[src/rtl/l2_write_queue.sv]
// L2 write-side sequencer: in-order queue, paced write-port issue, read alias flag.
// Define L2_WRQ_COALESCE_EN to merge repeat writes into the newest queued entry.
module l2_write_queue #(
    parameter int DEPTH = 4,
    parameter int GAP   = 1
) (
    input  logic        CLK,
    input  logic        nRST,
    input  logic        ReqValid,
    output logic        ReqReady,
    input  logic [1:0]  ReqCmd,
    input  logic [25:0] ReqA,
    input  logic [31:0] ReqD,
    input  logic [3:0]  ReqM,
    input  logic [25:0] RDA,
    output logic        PendHit,
    output logic [25:0] WRA,
    output logic [31:0] WRD,
    output logic [3:0]  WRM,
    output logic        TS,
    output logic        WR,
    output logic        CLR,
    output logic        ALL,
    output logic        Busy
);

    localparam int AW = $clog2(DEPTH);

    localparam logic [1:0] S_IDLE  = 2'd0;
    localparam logic [1:0] S_ISSUE = 2'd1;
    localparam logic [1:0] S_GAP   = 2'd2;

    localparam logic [1:0] CMD_WR     = 2'b00;
    localparam logic [1:0] CMD_FILL   = 2'b01;
    localparam logic [1:0] CMD_INVALL = 2'b11;

    localparam logic [2:0] GAP_LD = (GAP > 0) ? 3'(GAP - 1) : 3'd0;

    logic [1:0]    q_cmd [DEPTH];
    logic [25:0]   q_a   [DEPTH];
    logic [31:0]   q_d   [DEPTH];
    logic [3:0]    q_m   [DEPTH];

    logic [AW:0]   wp;
    logic [AW:0]   rp;
    logic [AW:0]   cnt;
    logic [AW-1:0] wi;
    logic [AW-1:0] ri;
    logic [AW-1:0] off;
    logic [1:0]    state;
    logic [2:0]    gcnt;
    logic [1:0]    cur_cmd;
    logic          full;
    logic          empty;
    logic          pop;
    logic          acc;
    logic          push;
    logic          merge;

    assign wi    = wp[AW-1:0];
    assign ri    = rp[AW-1:0];
    assign cnt   = wp - rp;
    assign empty = (wp == rp);
    assign full  = cnt[AW];
    assign pop   = (state == S_IDLE) && !empty;
    assign acc   = ReqValid && ReqReady;
    assign push  = acc && !merge;
    assign Busy  = !empty || (state != S_IDLE);

`ifdef L2_WRQ_COALESCE_EN
    logic [AW-1:0] ni;
    logic          elig;
    logic [31:0]   mdat;

    assign ni = wi - AW'(1);

    // the head being popped this edge can no longer absorb data
    assign elig = (ReqCmd == CMD_WR) && !empty &&
                  (q_cmd[ni] == CMD_WR) && (q_a[ni] == ReqA) &&
                  !(pop && (cnt == (AW+1)'(1)));

    assign merge    = ReqValid && elig;
    assign ReqReady = !full || elig;

    always_comb begin
        mdat = q_d[ni];
        for (int b = 0; b < 4; b++) begin
            if (ReqM[b]) mdat[8*b +: 8] = ReqD[8*b +: 8];
        end
    end

    always_ff @(posedge CLK) begin
        if (push) begin
            q_cmd[wi] <= ReqCmd;
            q_a[wi]   <= ReqA;
            q_d[wi]   <= ReqD;
            q_m[wi]   <= (ReqCmd == CMD_FILL) ? 4'hF : ReqM;
        end else if (merge) begin
            q_d[ni] <= mdat;
            q_m[ni] <= q_m[ni] | ReqM;
        end
    end
`else
    assign merge    = 1'b0;
    assign ReqReady = !full;

    always_ff @(posedge CLK) begin
        if (push) begin
            q_cmd[wi] <= ReqCmd;
            q_a[wi]   <= ReqA;
            q_d[wi]   <= ReqD;
            q_m[wi]   <= (ReqCmd == CMD_FILL) ? 4'hF : ReqM;
        end
    end
`endif

    always_ff @(posedge CLK or negedge nRST) begin
        if (!nRST) begin
            wp      <= '0;
            rp      <= '0;
            state   <= S_IDLE;
            gcnt    <= 3'd0;
            cur_cmd <= 2'b00;
            WRA     <= 26'd0;
            WRD     <= 32'd0;
            WRM     <= 4'd0;
            TS      <= 1'b0;
            WR      <= 1'b0;
            CLR     <= 1'b0;
            ALL     <= 1'b0;
        end else begin
            if (push) wp <= wp + 1'b1;
            TS  <= 1'b0;
            WR  <= 1'b0;
            CLR <= 1'b0;
            ALL <= 1'b0;
            case (state)
                S_IDLE: begin
                    if (pop) begin
                        rp      <= rp + 1'b1;
                        cur_cmd <= q_cmd[ri];
                        WRA     <= q_a[ri];
                        WRD     <= q_d[ri];
                        WRM     <= q_m[ri];
                        WR      <= !q_cmd[ri][1];
                        TS      <= (q_cmd[ri] == CMD_FILL);
                        CLR     <= q_cmd[ri][1];
                        ALL     <= (q_cmd[ri] == CMD_INVALL);
                        state   <= S_ISSUE;
                    end
                end
                S_ISSUE: begin
                    if (GAP > 0) begin
                        state <= S_GAP;
                        gcnt  <= GAP_LD;
                    end else begin
                        state <= S_IDLE;
                    end
                end
                S_GAP: begin
                    if (gcnt == 3'd0) state <= S_IDLE;
                    else gcnt <= gcnt - 3'd1;
                end
                default: state <= S_IDLE;
            endcase
        end
    end

    always_comb begin
        PendHit = 1'b0;
        off     = '0;
        for (int i = 0; i < DEPTH; i++) begin
            off = AW'(i) - ri;
            if ({1'b0, off} < cnt) begin
                if (q_cmd[i] == CMD_INVALL) PendHit = 1'b1;
                if (!q_cmd[i][1] && (q_a[i] == RDA)) PendHit = 1'b1;
            end
        end
        if (state == S_ISSUE) begin
            if (cur_cmd == CMD_INVALL) PendHit = 1'b1;
            if (!cur_cmd[1] && (WRA == RDA)) PendHit = 1'b1;
        end
    end

endmodule

[config.mk]
export PLATFORM = sky130hd
export DESIGN_NAME = l2_write_queue
export DESIGN_NICKNAME = d
export VERILOG_FILES = /design/src/rtl/l2_write_queue.sv
export SDC_FILE = /design/constraint.sdc
export NUM_CORES = 1
export LEC_CHECK = 0
export BUFFER_PORTS_ARGS = -buffer_cell sky130_fd_sc_hd__buf_2
export CORE_MARGIN = 2
export CORE_UTILIZATION = 40
export CTS_BUF_LIST = sky130_fd_sc_hd__clkbuf_2 sky130_fd_sc_hd__clkbuf_4 sky130_fd_sc_hd__clkbuf_8
export DETAILED_ROUTE_END_ITERATION = 10
export PLACE_DENSITY = 0.6
export SLEW_MARGIN = 15
export SYNTH_ARGS = -nofsm -noshare
export SYNTH_HDL_FRONTEND = slang
export SYNTH_SLANG_ARGS = --single-unit
[constraint.sdc]
create_clock -name CLK -period 5.8 [get_ports CLK]
set_input_delay 1.16 -clock CLK [delete_from_list [all_inputs] [get_ports CLK]]
set_output_delay 1.16 -clock CLK [all_outputs]
set_load 0.01 [all_outputs]
==> results of run 1 <==
==> cell type report <==
type,instances,area [µm²],area share [%]
Antenna cell,1,2.50,0.0152
Inverter,13,48.8,0.297
Clock buffer,89,1060,6.42
Clock inverter,12,60.1,0.365
Tap cell,455,569,3.46
Timing Repair Buffer,169,868,5.28
Sequential cell,335,9670,58.8
Multi-Input combinational cell,508,4170,25.4
==> routing by layer <==
metal	vias to the layer above	GRT usage, %	part of all wire [%]
li1	3646	-	-
met1	4128	26.8	44
met2	238	30.2	46
met3	72	5.76	7.2
met4	10	5.70	2.2
met5	-	0	0.19
==> metrics by stage <==
step           area, µm²  power [W]  std cells
3_5_place_dp       15300    0.00697       1480
2_1_floorplan      14100    0.00580        910
5_1_grt            16400    0.00951       1581
3_3_place_gp       15300    0.00692       1480
4_1_cts            16400    0.00907       1581
6_report           16500    0.00893       1582
==> worst max path at each step <==
stage	startpoint	to	slack (ns)
final	rp[0]	PendHit	1.01
after global routing	rp[0]	PendHit	0.66
after CTS	rp[0]	PendHit	0.91
after detailed placement	rp[0]	PendHit	1.58
after global placement	rp[0]	PendHit	1.66
after floorplan	rp[1]	q_a[3][0]	1.59
==> synth_stat cells, types with 3 or more instances <==
cell	n	area, µm²
nor2_1	6	22.5
buf_6	7	78.8
nand2_1	200	751
clkbuf_1	23	86.3
dfrtp_1	79	1980
buf_2	22	110
nand3_1	6	30.0
nand2b_1	6	37.5
nand4_1	9	56.3
nor3_1	6	30.0
xor2_1	109	955
inv_1	12	45.0
xnor2_1	27	236
nor4_1	26	163
o21ai_0	10	50.1
nor2b_1	4	25.0
and3_1	5	31.3
mux4_2	64	1440
ha_1	14	175
a21oi_1	3	15.0
edfxtp_1	256	7690
==> cells by family after synthesis <==
family,after synthesis
flip-flops,335
AND/OR/NAND/NOR,271
XOR/XNOR,136
buffers and inverters,67
multiplexers,64
AO/OA/AOI/OAI,22
adder cells (fa/ha/maj),15
==> state kept, by name (all words and copies together), names as in the netlist, 2 cells and up <==
register / flops
WRA: 26
WRD: 32
WRM: 4
cur_cmd: 2
gcnt: 3
q_a: 104
q_cmd: 8
q_d: 128
q_m: 16
rp: 3
state: 2
wp: 3
==> tightest hold or removal path, delay by kind of cell, from the launching register on <==
kind,cells,cell delay (ns)
flops,1,0.33
simple gates,2,0.10
==> report_power, final <==
part | total [W] | switching (W) | leakage [nW] | internal, W
Clock | 0.00208 | 0.000936 | 0.604 | 0.00115
Combinational | 0.00309 | 0.00190 | 2.51 | 0.00119
Sequential | 0.00376 | 0.000385 | 3.30 | 0.00338
Total | 0.00893 | 0.00322 | 6.41 | 0.00572
==> run_results.csv, run 1 <==
group,metric,value,unit
flow_run,drv_cap,0,
setup_path,r2r_slack,1.97,ns
global_route,grt_antenna_before_repair,6,
synth,ys_ff_latch,335,
synth,async_flop_share,23.6,%
setup_path,crit_type,"flop to output pin",
setup_path,cp_cell_sequence,"ha_1 -> inv_1 -> fa_1 -> xnor2_1 -> o21ai_0 -> a22oi_1 -> nand3_1 -> buf_2",
synth,synth_adder_area_share,1.38,%
synth,synth-edff-count,256,
placed_design,dp_slack,1.58,ns
setup_path,cp_max_fo,27,
timing,clock.fmax,0.209,GHz
outcome,outcome,"complete, no violations",
global_route,grt_start_max_net_pins,68,
timing,slew_violations,0,
floorplanning,dieArea,36900,µm²
finish,layout_commonest_cell,"edfxtp_1",
global_route,grt_usage,19.5,%
setup_path,regToRegEndpoint,"q_d[3][2]",
timing,whs,0.468,ns
placed_design,io_buffers,161,
route,firstDrtPassIters,4,
synth,netlist_area,14100,µm²
clock_tree,clock-sinks,335,
finish,layout_common_cells,"edfxtp_1, nand2_1, buf_2, xor2_1, dfrtp_1",
route,vias,8094,
worst_hold_path,hp-class,"flop to flop",
finish,filler_cell_count,3114,
synth,synthDistinctLibCells,32,
synth,synth-simple-area-share,8.28,%
synth,avgSynthCellArea,15.5,µm²
setup_path,slowest_delay,0.79,ns
route,drc,0,
timing,fin_crit,4.79,ns
floorplanning,ioPinCount,162,
clock_tree,cts_tree,"yes",
floorplanning,fp-row-count,68,
global_route,grt_pass1_wl,52200,µm
finish,utilization,47.4,%
power,p_leak,6.41,nW
route,routed_via_density,5.12,
setup_path,r2r.worst_path.cells,6,
clock_tree,root_buffer,"clkbuf_8",
clock_tree,clock_path_buffers,3,
setup_path,cp_top_family,"flip-flops",
route,routedWlPerCell,22.3,µm
timing,rsz0062_at_grt,"no",
power,power.density,543,nW/µm²
placed_design,dp_hpwl,22800,µm
synth,synth_compound_area_share,1.04,%
power,irDropWorstVdd,257,µV
synth,ys_seq_area_share,68.3,%
finish,drive_above_1_share,30.2,%
timing,setup_viol,0,
global_route,overflow,0,
route,antenna_left,0,
setup_path,path_depth,8,
synth,netlist_instances,910,
floorplanning,die_y,192,µm
setup_path,end_kind,"output pin",
global_route,grt_pass1_vias,8394,
clock_tree,htreeDepth,2,
setup_path,start_kind,"flop",
clock_tree,worstSkewPairLatency,0.61,ns
placed_design,gp_congestion,0.899,
synth,ys_warn_count,0,
worst_hold_path,whs_path_depth,2,
floorplanning,fp.dieW,192,µm
clock_tree,cts_hold_buf,0,
timing,max_slew.worst_pin.slew,1.09,ns
synth,synth_top_family_by_area,"multiplexers",
setup_path,critical-path-slowest-cell,"dfrtp_4",
clock_tree,cts_resized,0,
floorplanning,initial_core_util,40.8,%
timing,finalCritPeriodShare,82.5,%
setup_path,critical_path_arrival,3.63,ns
synth,synth_mux_area_share,10.2,%
route,drt-total-wl,35200,µm
setup_path,required,4.64,ns
clock_tree,cts_buffers,54,
setup_path,rr_startpoint,"rp[0]",
floorplanning,core,34700,µm²
synth,syn_nets,1018,
worst_hold_path,whs_endpoint,"WRD[20]",
synth,synth-xor-area-share,8.42,%
timing,finalClockSkew,0.0172,ns
timing,hold_viol,0,
finish,area_growth,16.3,%
timing,relSlewSlack,27.2,%
setup_path,cp_num_buf_inv,2,
finish,nets,1189,
worst_hold_path,min_from,"WRD[20]",
timing,setup_tns,0,ns
synth,synth_ff_type,"edfxtp_1",
timing,setup_slack,1.01,ns
clock_tree,clkTransAtPathRegs,0.06,ns
route,drt_iter0_markers,487,
clock_tree,post_cts_buffers,0,
No activity file was read; power rests on OpenSTA's default activity.
==> run 2: changes to the inputs <==
--- a/config.mk
+++ b/config.mk
@@ -10,7 +10,7 @@
 export CORE_UTILIZATION = 40
 export CTS_BUF_LIST = sky130_fd_sc_hd__clkbuf_2 sky130_fd_sc_hd__clkbuf_4 sky130_fd_sc_hd__clkbuf_8
 export DETAILED_ROUTE_END_ITERATION = 10
-export PLACE_DENSITY = 0.6
+export PLACE_DENSITY = 0.62
 export SLEW_MARGIN = 15
 export SYNTH_ARGS = -nofsm -noshare
 export SYNTH_HDL_FRONTEND = slang
==> constraint.sdc (replaced) <==
create_clock -name CLK -period 4.2 [get_ports CLK]
set_input_delay 0.84 -clock CLK [delete_from_list [all_inputs] [get_ports CLK]]
set_output_delay 0.84 -clock CLK [all_outputs]
set_load 0.01 [all_outputs]
==> run_results.csv, run 2 (same netlist as run 1, synthesis figures left out) <==
group,metric,value,unit
worst_hold_path,hp-class,"input pin to async pin",
floorplanning,core,34700,µm²
placed_design,io_buffers,161,
route,drc,0,
placed_design,gp_congestion,0.958,
setup_path,startpoint,"wp[0]",
clock_tree,clkTransAtPathRegs,0.07,ns
setup_path,cp_top_family,"adder cells",
power,switching_power,0.00448,W
setup_path,cp_cell_sequence,"inv_1 -> ha_1 -> inv_1 -> fa_1 -> inv_1 -> ha_1 -> nor2b_1 -> o21ai_0 -> a22oi_1 -> nand3_1 -> buf_2",
setup_path,end_kind,"output pin",
placed_design,dp_hpwl,23200,µm
setup_path,cp_num_buf_inv,4,
setup_path,crit_type,"flop to output pin",
clock_tree,cts_tree,"yes",
power,switching_share,36.0,%
finish,drive_above_1_share,30.1,%
outcome,outcome,"complete, no violations",
setup_path,required,3.36,ns
global_route,grt_usage,19.5,%
finish,filler_cell_count,3085,
timing,hold_viol,0,
clock_tree,cts_buffers,56,
clock_tree,post_cts_buffers,0,
clock_tree,clock_path_buffers,3,
clock_tree,root_buffer,"clkbuf_8",
route,vias,8025,
floorplanning,fp-row-count,68,
global_route,grt_pass1_vias,8319,
timing,setup_viol,0,
floorplanning,dieArea,36900,µm²
finish,nets,1197,
timing,max_slew.worst_pin.slew,1.10,ns
setup_path,critical_path_arrival,3.04,ns
finish,post-route-cell-area,16600,µm²
route,routed_via_density,5.04,
setup_path,slowest_delay,0.47,ns
setup_path,cp_max_fo,4,
power,power_frac_seq,41.3,%
finish,area_growth,17.1,%
clock_tree,cts_hold_buf,0,
finish,layout_commonest_cell,"edfxtp_1",
flow_run,drv_cap,0,
timing,clock.fmax,0.258,GHz
timing,finalCritPeriodShare,92.5,%
global_route,grt_antenna_before_repair,5,
placed_design,placed_cell_area,15400,µm²
power,power.share.clock,23.0,%
power,p_leak,6.45,nW
clock_tree,htreeDepth,2,
route,routedWlPerCell,22.2,µm
setup_path,cp_common_cell,"inv_1",
setup_path,rr_startpoint,"wp[0]",
floorplanning,fp.dieW,192,µm
route,firstDrtPassIters,5,
floorplanning,initial_core_util,40.8,%
route,drt-total-wl,35400,µm
clock_tree,clock-sinks,335,
clock_tree,worstSkewPairLatency,0.60,ns
clock_tree,cts_resized,0,
global_route,grt_start_max_net_pins,67,
timing,slew_violations,0,
finish,largest_reg_flops,128,
timing,fin_crit,3.88,ns
setup_path,start_kind,"flop",
timing,finalClockSkew,0.0371,ns
timing,setup_tns,0,ns
floorplanning,ioPinCount,162,
global_route,grt_pass1_wl,52400,µm
placed_design,dp_slack,0.770,ns
floorplanning,die_y,192,µm
finish,multi_input_area,4180,µm²
power,irDropWorstVdd,480,µV
route,drt_iter0_markers,516,
power,internal_power,0.00795,W
power,power.density,750,nW/µm²
power,power_frac_comb,35.7,%
global_route,overflow,0,
timing,relSlewSlack,26.4,%
finish,layout_common_cells,"edfxtp_1, nand2_1, buf_2, xor2_1, dfrtp_1",
timing,rsz0062_at_grt,"no",
route,antenna_left,0,
finish,seqCellArea,9670,µm²
finish,regMostFlops,"q_d",
finish,top_regs,"q_d x128, q_a x104, WRD x32",
timing,setup_slack,0.317,ns
setup_path,critical-path-slowest-cell,"fa_1",
## run 2: cell types whose count changed in the layout (fill, tap and decap cells not counted), sizes merged
cell | before | now
clkbuf | 89 | 75
bufinv | 0 | 1
diode | 1 | 2
inv | 15 | 14
clkinv | 10 | 26
buf | 169 | 175
clkinvlp | 0 | 2
## run 2: cell type report
cell class | instances | share of cell area, %
repair buffers | 175 | 5.81
multi-input cells | 508 | 25.2
clock inverters | 30 | 0.996
diodes | 2 | 0.0302
clock buffers | 75 | 5.85
inverters | 13 | 0.294
well taps | 455 | 3.43
flip-flops and latches | 335 | 58.4
## run 2: worst paths after layout
check / to / slack, ns / depth (start not counted)
max: PendHit / 0.32 / 11
min: WRD[0] / 0.33 / 1
max reg2reg: q_d[2][4] / 1.25 / 7
min reg2reg: WRD[27] / 0.46 / 2
max in group asynchronous: WRD[4] / 3.05 / 2
min in group CLK: q_d[2][14] / 0.45 / 1
## run 2: power groups by stage
| stage | clock network (W) | logic [W] | registers (W) |
|---|---|---|---|
| floorplan | 0 | 0.00275 | 0.00526 |
| finish | 0.00287 | 0.00444 | 0.00513 |
| global route | 0.00308 | 0.00492 | 0.00523 |
| CTS | 0.00294 | 0.00455 | 0.00514 |
| global placement | 0 | 0.00449 | 0.00517 |
| detailed placement | 0 | 0.00453 | 0.00520 |
## run 2: metal layers
metal	track usage, %	up-vias	share of wire (%)
met5	0	-	0.10
met4	5.81	6	2.3
met3	4.48	65	6.7
met2	31.3	254	47
met1	26.8	4036	43
li1	-	3664	-
## run 2: stage by stage
step	util [%]	power (W)	hold slack, ns	cells
CTS	47.7	0.0126	0.343	1591
global placement	44.4	0.00966	0.453	1486
global route	47.7	0.0132	0.382	1592
floorplan	-	0.00801	0.447	910
finish	47.7	0.0124	0.333	1593
detailed placement	44.4	0.00973	0.457	1486
==> run 3: changes to the inputs <==
--- a/config.mk
+++ b/config.mk
@@ -11,6 +11,7 @@
 export CTS_BUF_LIST = sky130_fd_sc_hd__clkbuf_2 sky130_fd_sc_hd__clkbuf_4 sky130_fd_sc_hd__clkbuf_8
 export DETAILED_ROUTE_END_ITERATION = 10
 export PLACE_DENSITY = 0.62
+export REMOVE_ABC_BUFFERS = 1
 export SLEW_MARGIN = 15
 export SYNTH_ARGS = -nofsm -noshare
 export SYNTH_HDL_FRONTEND = slang
==> run_results.csv, run 3 (same netlist as run 1, synthesis figures left out) <==
group,metric,value,unit
finish,drive_above_1_share,31.2,%
global_route,grt_antenna_before_repair,3,
route,antenna_left,0,
timing,relSlewSlack,38.4,%
route,routedWlPerCell,21.4,µm
route,vias,8022,
power,p_leak,6.53,nW
floorplanning,ioPinCount,162,
setup_path,slowest_delay,0.47,ns
finish,layout_commonest_cell,"edfxtp_1",
finish,nets,1196,
setup_path,start_kind,"flop",
global_route,grt_start_max_net_pins,67,
finish,top_regs,"q_d x128, q_a x104, WRD x32",
route,drt-total-wl,34100,µm
setup_path,end_kind,"output pin",
route,drc,0,
worst_hold_path,hp-class,"input pin to async pin",
route,firstDrtPassIters,5,
global_route,grt_pass1_vias,8478,
placed_design,dp_slack,0.684,ns
placed_design,gp_congestion,0.799,
timing,fin_crit,3.92,ns
route,drt_iter0_markers,428,
flow_run,drv_cap,0,
timing,hold_viol,0,
floorplanning,initial_core_util,40.8,%
setup_path,critical-path-slowest-cell,"fa_1",
setup_path,cp_top_family,"adder cells",
floorplanning,core,34700,µm²
floorplanning,fp.dieW,192,µm
clock_tree,cts_hold_buf,0,
timing,finalCritPeriodShare,93.3,%
timing,slew_violations,0,
floorplanning,dieArea,36900,µm²
global_route,overflow,0,
setup_path,crit_type,"flop to output pin",
timing,setup_slack,0.283,ns
clock_tree,clock_path_buffers,3,
route,routed_via_density,5.04,
timing,rsz0062_at_grt,"no",
setup_path,cp_cell_sequence,"inv_2 -> ha_1 -> inv_1 -> fa_1 -> inv_1 -> ha_1 -> nor2b_1 -> o21ai_0 -> a22oi_1 -> nand3_2 -> buf_2",
clock_tree,htreeDepth,2,
finish,layout_common_cells,"edfxtp_1, nand2_1, buf_2, xor2_1, dfrtp_1",
setup_path,required,3.36,ns
setup_path,cp_num_buf_inv,4,
floorplanning,fp-row-count,68,
global_route,grt_pass1_wl,51300,µm
clock_tree,worstSkewPairLatency,0.63,ns
clock_tree,clock-sinks,335,
finish,regMostFlops,"q_d",
finish,largest_reg_flops,128,
global_route,grt_usage,19.2,%
timing,whs,0.210,ns
finish,area_growth,18.2,%
setup_path,critical_path_arrival,3.08,ns
floorplanning,die_y,192,µm
placed_design,io_buffers,161,
clock_tree,cts_tree,"yes",
clock_tree,clkTransAtPathRegs,0.06,ns
clock_tree,cts_buffers,55,
setup_path,cp_max_fo,4,
clock_tree,root_buffer,"clkbuf_8",
timing,setup_viol,0,
timing,clock.fmax,0.255,GHz
timing,max_slew.worst_pin.slew,0.924,ns
placed_design,dp_hpwl,22400,µm
timing,finalClockSkew,0.0299,ns
outcome,outcome,"complete, no violations",
power,irDropWorstVdd,591,µV
power,power.density,763,nW/µm²
run 3: worst paths after layout:
check,start,to,slack [ns],depth (start not counted)
setup / recovery,wp[0],PendHit,0.28,11
hold / removal,nRST,WRA[9],0.21,1
setup reg to reg,wp[0],q_a[3][9],1.33,7
hold reg to reg,WRD[26],WRD[26],0.47,2
max in group asynchronous,nRST,WRD[25],3.16,2
min in group CLK,ReqD[13],q_d[2][13],0.42,1
run 3: timing repair:
item,CTS,global route
buffers inserted,0,0
endpoints found under the setup margin,0,1
resized for setup,0,3
run 3: area by class of cell:
type,instances,area (µm²)
diodes,3,7.51
clock buffers,74,937
clock inverters,30,334
fillers,3101,18000
inverters,13,48.8
multi-input cells,508,4190
flip-flops and latches,335,9670
well taps,455,569
repair buffers,175,963
run 3: metal layers:
layer | routed length (µm) | part of all wire [%] | global-route usage [%]
met5 | 11 | 0.032 | 0
met4 | 688 | 2.0 | 5.87
met3 | 2440 | 7.2 | 4.92
met2 | 16400 | 48 | 31.1
met1 | 14500 | 43 | 25.4
run 3: power breakdown:
group          internal (W)  total [W]  switching, W
registers           0.00466    0.00514      0.000483
logic               0.00172    0.00438       0.00266
clock network       0.00190    0.00323       0.00134
run 3: stage by stage:
| step | TNS (ns) | instance area [µm²] | util (%) | power, W | std cells |
|---|---|---|---|---|---|
| 5_1_grt | 0 | 16700 | 48.1 | 0.0136 | 1590 |
| 2_1_floorplan | -560.64 | 13900 | - | 0.00795 | 856 |
| 4_1_cts | 0 | 16700 | 48.1 | 0.0129 | 1590 |
| 6_report | 0 | 16700 | 48.2 | 0.0128 | 1593 |
| 3_5_place_dp | 0 | 15400 | 44.4 | 0.00965 | 1486 |
| 3_3_place_gp | 0 | 15400 | 44.4 | 0.00958 | 1486 |
run 3: worst register-to-register path: stages (launching register included):
cell,delay [ns]
dfrtp_1,0.42
inv_2,0.11
ha_1,0.17
inv_1,0.07
fa_1,0.40
xnor2_2,0.39
and3_4,0.64
buf_12,0.33
